File: src/rtl/vfu_slot_arbiter.sv
`default_nettype none
// ============================================================================
// Module      : vfu_slot_arbiter
// Description : Shares one vector functional unit issue port between
//               NUM_SLOTS lane slot requesters. A round-robin grant loads a
//               registered output slice. In-flight requests are bounded by a
//               credit counter. VFU responses are routed back to the
//               originating slot by tag. `reset` is asynchronous, active-low.
//               Optional build macro VFU_ARB_LOCK_EN adds req_lock, which
//               lets the last granted slot keep the grant across beats.
// Revision    : 1.0 - initial release
// ============================================================================
module vfu_slot_arbiter #(
    parameter int NUM_SLOTS       = 4,
    parameter int REQ_W           = 200,
    parameter int RSP_W           = 33,
    parameter int MAX_OUTSTANDING = 4
) (
    input  logic                         clock,
    input  logic                         reset,
    input  logic [NUM_SLOTS-1:0]         req_valid,
    output logic [NUM_SLOTS-1:0]         req_ready,
    input  logic [NUM_SLOTS*REQ_W-1:0]   req_bits,
`ifdef VFU_ARB_LOCK_EN
    input  logic [NUM_SLOTS-1:0]         req_lock,
`endif
    output logic                         vfu_valid,
    input  logic                         vfu_ready,
    output logic [REQ_W-1:0]             vfu_bits,
    output logic [1:0]                   vfu_tag,
    input  logic                         rsp_valid,
    input  logic [1:0]                   rsp_tag,
    input  logic [RSP_W-1:0]             rsp_data,
    output logic [NUM_SLOTS-1:0]         slot_rsp_valid,
    output logic [RSP_W-1:0]             slot_rsp_data,
    output logic [3:0]                   outstanding,
    output logic                         err_underflow
);

    // Slot index travels as a fixed 2-bit tag; the search sum needs one
    // extra bit to detect wrap-around.
    localparam int             c_TAG_W = 2;
    localparam int             c_SUM_W = c_TAG_W + 1;
    localparam logic [c_SUM_W-1:0] c_NUM_SLOTS = c_SUM_W'(NUM_SLOTS);
    localparam logic [4:0]     c_MAX   = 5'(MAX_OUTSTANDING);

    // ------------------------------------------------------------------
    // State
    // ------------------------------------------------------------------
    logic                   r_vfu_valid;
    logic [REQ_W-1:0]       r_vfu_bits;
    logic [c_TAG_W-1:0]     r_vfu_tag;
    logic [c_TAG_W-1:0]     r_rr_ptr;
    logic [3:0]             r_outstanding;
    logic                   r_err_underflow;
    logic [NUM_SLOTS-1:0]   r_slot_rsp_valid;
    logic [RSP_W-1:0]       r_slot_rsp_data;

    // ------------------------------------------------------------------
    // Combinational signals
    // ------------------------------------------------------------------
    logic                   w_can_load;
    logic                   w_vfu_fire;
    logic                   w_credit_ok;
    logic                   w_can_issue;
    logic [c_SUM_W-1:0]     w_sum;
    logic                   w_rr_found;
    logic [c_TAG_W-1:0]     w_rr_grant;
    logic                   w_found;
    logic [c_TAG_W-1:0]     w_grant;
    logic                   w_accept;
    logic [NUM_SLOTS-1:0]   w_req_ready;
    logic [REQ_W-1:0]       w_grant_bits;
    logic [c_TAG_W-1:0]     w_ptr_next;
    logic                   w_rsp_dec;
    logic                   w_rsp_underflow;
    logic [NUM_SLOTS-1:0]   w_rsp_onehot;

    // The output slice can take a new beat when empty or draining this cycle.
    assign w_can_load  = !r_vfu_valid || vfu_ready;
    assign w_vfu_fire  = r_vfu_valid && vfu_ready;

    // The beat sitting in the slice has not been counted yet, so it is added
    // here to keep the total in flight within MAX_OUTSTANDING.
    assign w_credit_ok = ({1'b0, r_outstanding} + {4'd0, r_vfu_valid}) < c_MAX;
    assign w_can_issue = w_can_load && w_credit_ok;

    // Round-robin search: scan from the pointer upward with wrap; iterating
    // from the farthest offset down lets the nearest requester win.
    always_comb begin
        w_rr_found = 1'b0;
        w_rr_grant = r_rr_ptr;
        w_sum      = '0;
        for (int k = NUM_SLOTS - 1; k >= 0; k--) begin
            w_sum = {1'b0, r_rr_ptr} + c_SUM_W'(k);
            if (w_sum >= c_NUM_SLOTS) begin
                w_sum = w_sum - c_NUM_SLOTS;
            end
            if (req_valid[w_sum[c_TAG_W-1:0]]) begin
                w_rr_found = 1'b1;
                w_rr_grant = w_sum[c_TAG_W-1:0];
            end
        end
    end

`ifdef VFU_ARB_LOCK_EN
    // Lock tracking: the slot granted last may hold the grant while it keeps
    // both valid and lock asserted.
    logic               r_locked;
    logic [c_TAG_W-1:0] r_lock_slot;
    logic               w_lock_hold;

    assign w_lock_hold = r_locked && req_valid[r_lock_slot] && req_lock[r_lock_slot];
    assign w_found     = w_lock_hold || w_rr_found;
    assign w_grant     = w_lock_hold ? r_lock_slot : w_rr_grant;

    // Lock state follows the lock bit of each accepted beat.
    always_ff @(posedge clock or negedge reset) begin
        if (!reset) begin
            r_locked    <= 1'b0;
            r_lock_slot <= '0;
        end else if (w_accept) begin
            r_locked    <= req_lock[w_grant];
            r_lock_slot <= w_grant;
        end
    end
`else
    assign w_found = w_rr_found;
    assign w_grant = w_rr_grant;
`endif

    assign w_accept = w_found && w_can_issue;

    // Only the granted slot sees ready, and only when a beat can be taken.
    always_comb begin
        w_req_ready = '0;
        for (int i = 0; i < NUM_SLOTS; i++) begin
            if (w_accept && (w_grant == c_TAG_W'(i))) begin
                w_req_ready[i] = 1'b1;
            end
        end
    end

    // Ready is forced low while reset is held so every output reads zero.
    assign req_ready = reset ? w_req_ready : '0;

    assign w_grant_bits = req_bits[int'(w_grant) * REQ_W +: REQ_W];

    // Pointer moves to the slot after the one just served, wrapping at the top.
    always_comb begin
        w_ptr_next = r_rr_ptr;
        if (w_accept) begin
            if (w_grant == c_TAG_W'(NUM_SLOTS - 1)) begin
                w_ptr_next = '0;
            end else begin
                w_ptr_next = w_grant + c_TAG_W'(1);
            end
`ifdef VFU_ARB_LOCK_EN
            // A locked beat keeps the pointer where it is.
            if (req_lock[w_grant]) begin
                w_ptr_next = r_rr_ptr;
            end
`endif
        end
    end

    // Output register slice: load on accept, hold while stalled, empty on drain.
    always_ff @(posedge clock or negedge reset) begin
        if (!reset) begin
            r_vfu_valid <= 1'b0;
            r_vfu_bits  <= '0;
            r_vfu_tag   <= '0;
            r_rr_ptr    <= '0;
        end else begin
            r_rr_ptr <= w_ptr_next;
            if (w_accept) begin
                r_vfu_valid <= 1'b1;
                r_vfu_bits  <= w_grant_bits;
                r_vfu_tag   <= w_grant;
            end else if (vfu_ready) begin
                r_vfu_valid <= 1'b0;
            end
        end
    end

    // A response with nothing in flight is flagged and does not decrement.
    assign w_rsp_underflow = rsp_valid && (r_outstanding == 4'd0);
    assign w_rsp_dec       = rsp_valid && (r_outstanding != 4'd0);

    // In-flight counter: issue handshake adds one, response removes one.
    always_ff @(posedge clock or negedge reset) begin
        if (!reset) begin
            r_outstanding   <= 4'd0;
            r_err_underflow <= 1'b0;
        end else begin
            case ({w_vfu_fire, w_rsp_dec})
                2'b10:   r_outstanding <= r_outstanding + 4'd1;
                2'b01:   r_outstanding <= r_outstanding - 4'd1;
                default: r_outstanding <= r_outstanding;
            endcase
            if (w_rsp_underflow) begin
                r_err_underflow <= 1'b1;
            end
        end
    end

    // One-hot decode of the response tag.
    always_comb begin
        w_rsp_onehot = '0;
        for (int i = 0; i < NUM_SLOTS; i++) begin
            if (rsp_valid && (rsp_tag == c_TAG_W'(i))) begin
                w_rsp_onehot[i] = 1'b1;
            end
        end
    end

    // Response stage: register the routed valid and the shared data bus.
    always_ff @(posedge clock or negedge reset) begin
        if (!reset) begin
            r_slot_rsp_valid <= '0;
            r_slot_rsp_data  <= '0;
        end else begin
            r_slot_rsp_valid <= w_rsp_onehot;
            r_slot_rsp_data  <= rsp_data;
        end
    end

    assign vfu_valid      = r_vfu_valid;
    assign vfu_bits       = r_vfu_bits;
    assign vfu_tag        = r_vfu_tag;
    assign outstanding    = r_outstanding;
    assign err_underflow  = r_err_underflow;
    assign slot_rsp_valid = r_slot_rsp_valid;
    assign slot_rsp_data  = r_slot_rsp_data;

endmodule
`default_nettype wire

File: config.mk
export PLATFORM = sky130hd
export DESIGN_NAME = vfu_slot_arbiter
export DESIGN_NICKNAME = d
export VERILOG_FILES = /design/src/rtl/vfu_slot_arbiter.sv
export SDC_FILE = /design/constraint.sdc
export NUM_CORES = 1
export LEC_CHECK = 0
export BUFFER_PORTS_ARGS = -buffer_cell sky130_fd_sc_hd__buf_2
export CAP_MARGIN = 25
export CORE_AREA = 5 5 422 424
export CTS_CLUSTER_SIZE = 30
export DETAILED_ROUTE_END_ITERATION = 10
export DIE_AREA = 0 0 427 429
export HOLD_SLACK_MARGIN = 0.12
export MAX_ROUTING_LAYER = met4
export PLACE_DENSITY = 0.35
export SYNTH_ARGS = -nofsm -noshare
export SYNTH_HDL_FRONTEND = slang
export SYNTH_SLANG_ARGS = --single-unit
File: constraint.sdc
create_clock -name clock -period 2.2 [get_ports clock]
set_input_delay 0.33 -clock clock [delete_from_list [all_inputs] [get_ports clock]]
set_output_delay 0.33 -clock clock [all_outputs]
set_load 0.005 [all_outputs]
==> impl_metrics.tcl <==
set metrics [dict create \
    ant_nets 0 \
    hpwlAfterDp_um 83500 \
    hp-class "in -> reg" \
    fmax_mhz 384 \
    ios 1092 \
    setup_violations 204 \
    via_per_inst 3.09 \
    final.min_clock_period_ns 2.60 \
    power.total_mw 34.2 \
    yosysWarnings 0 \
    tns_ns -54.64 \
    slew_headroom 0.625 \
    cts.clk_slew.worst_paths_ns 0.06 \
    instances_no_fill 4559 \
    syn_inst 781 \
    fin_ws_ns -0.402 \
    cts_max_level 2 \
    core_region_area_um2 173000 \
    grtUsageMet2 0.184 \
    grt_overflow 0 \
    drive_gt1_frac 0.765 \
    grt_setup_unrepaired "yes" \
    synth_edf_count 0 \
    start_kind "flip-flop" \
    grtUsageMet1 0.119 \
    status "complete, but fails checks" \
    grt_use_met3 0.0350 \
    cp_data_arrival_time_ns 3.05 \
    clk_latency_ns 0.58 \
    wire_per_inst_um 22.0 \
    postSynthAreaPerCell_um2 18.7 \
    clockBufferDepth 3 \
    fin_nets 3048 \
    grt_pass1_vias 15600 \
    syn_to_final_growth_pct 90.9 \
    ys_async_sr_fraction 1.00 \
    vias 14100 \
    maxCapViolCount 0 \
    ys_seq_elements 247 \
    cts_buffers 37 \
    reg2reg_setup_slack_ns -0.40 \
    skew_ns 0.0224 \
    whs_ns 0.201 \
    min_delay_path_depth 3 \
    hold_violations 0 \
    cts_root_buf "clkbuf_16" \
    io_buffers 1091 \
    die_h_um 429 \
    grt_pass1_wl_um 131000 \
    remaining_drc_errors 0 \
    power_density_nw_per_um2 1230 \
    ys_types 29 \
    placed_cells 4244 \
    busiest_layer "met2" \
    place_congestion 0.932 \
    rows 153 \
    cts_tree "yes" \
    wirelength_um 100000 \
    dieArea_um2 183000 \
    drt_pass1_iterations 4 \
    worstMarginPinSlew_ns 0.563 \
    violations "setup timing" \
    end_kind "flip-flop" \
    vdd_drop_max_uv 524 \
    antenna_found_initial 27 \
    ys_seq_area_frac 0.424 \
    path_max_fanout 7 \
    finalCritPeriodShare 1.18 \
    grt_max_degree 56 \
    grt_use_total 0.106 \
    drt-initial-drc-count 689 \
    synthFlopType "dfrtp_1" \
    clock-sinks 247 \
    syn_nets 1631 \
    leakage_nw 12.6 \
    timing.final.max_slew_violations 0 \
    initial_utilization 0.0841 \
    syn_area_um2 14600 \
    r2r_cells 10 \
    worstPathRequired_ns 2.65 \
    die_w_um 427 \
    worst-setup-path-type "reg -> reg" \
]
[Yosys cell counts (3+ instances only)]
library cell	instances	area (um^2)
and3_1	5	31.3
buf_2	37	185
buf_6	21	236
clkbuf_1	9	33.8
dfrtp_1	247	6180
ha_1	7	87.6
inv_1	4	15.0
mux2_2	13	146
mux2_4	189	2840
mux4_2	200	4500
nand2_1	9	33.8
nor2_1	6	22.5
nor2b_1	4	25.0
nor4_1	3	18.8
o21a_1	3	22.5
xor2_1	3	26.3
[repair_timing]
| item | in CTS | in global routing |
|---|---|---|
| endpoints found under the setup margin | 202 | 206 |
| gates cloned | 5 | 3 |
| pin swaps | 4 | 1 |
| hold buffers | 215 | 0 |
| resized for setup | 25 | 57 |
| setup buffers | 10 | 9 |
| hold endpoints to repair | 237 | 0 |
[worst paths after layout]
path | endpoint | startpoint
min in group asynchronous | err_underflow | reset
min reg2reg | err_underflow | err_underflow
max | vfu_bits[124] | r_rr_ptr[0]
max in group asynchronous | vfu_bits[197] | reset
max reg2reg | vfu_bits[124] | r_rr_ptr[0]
min | vfu_bits[8] | req_bits[408]
[state kept, by name (all words and copies together), names as in the netlist]
name,cells
slot_rsp_data,33
vfu_bits,200
outstanding,4
r_rr_ptr,2
slot_rsp_valid,4
vfu_tag,2
vfu_valid,1
err_underflow,1
[worst max-delay path, stage by stage (launching register included)]
cell	delay (ns)
dfrtp_1	0.40
and2b_1	0.17
a2bb2oi_2	0.13
o211a_4	0.25
inv_8	0.07
buf_16	0.11
buf_12	0.13
clkbuf_16	0.22
buf_8	0.13
mux4_2	0.54
mux2_4	0.28
[kinds of logic (layout without fill, tap and decap cells)]
logic type,Yosys count,after routing,share of synthesized area
buf+inv,73,1516,0.0328
flops,247,247,0.424
fa+ha+maj,7,7,0.00601
simple gates,31,31,0.0111
other cells,0,10,0
mux,402,402,0.514
xor+xnor,5,5,0.00300
compound gates,16,16,0.00944
[report_power, final]
part	leakage (nW)	switching, mW	total (mW)	internal [mW]
combinational	9.16	8.52	20.2	11.7
clock	0.564	2.49	5.89	3.40
sequential	2.89	1.43	8.10	6.67
total	12.6	12.4	34.2	21.8
[metal layers]
layer  share of wire  routed length, um
met1            0.38              37900
met2            0.51              51400
met3           0.088               8830
met4           0.021               2060
met5               0                  0
[final cells by class]
cell class / count / area, um^2
Tap cell: 2325 / 2910
Inverter: 6 / 42.5
Multi-Input combinational cell: 461 / 8050
Fill cell: 19400 / 146000
Antenna cell: 10 / 25.0
Clock inverter: 7 / 46.3
Clock buffer: 58 / 1090
Timing Repair Buffer: 1445 / 9480
Sequential cell: 247 / 6180
[metrics by stage]
step / worst slack, ns / area (um^2) / utilization
global route: -0.459 / 27800 / 0.160
detailed placement: -0.370 / 23700 / 0.137
CTS: -0.420 / 27400 / 0.158
finish: -0.402 / 27800 / 0.160
floorplan: 0.00913 / 14600 / -
global placement: -0.395 / 23700 / 0.137
[placed cells by master (no fill, tap or decap), types with 8 or more instances in the layout]
cell / n
clkbuf_16: 40
clkbuf_8: 9
buf_2: 1090
buf_16: 8
mux2_4: 195
nand2_1: 9
diode_2: 10
buf_12: 29
buf_4: 73
dfrtp_1: 246
dlygate4sd3_1: 215
mux4_2: 200
buf_8: 16
clkbuf_1: 12
Power figures use the tool's default switching activity.
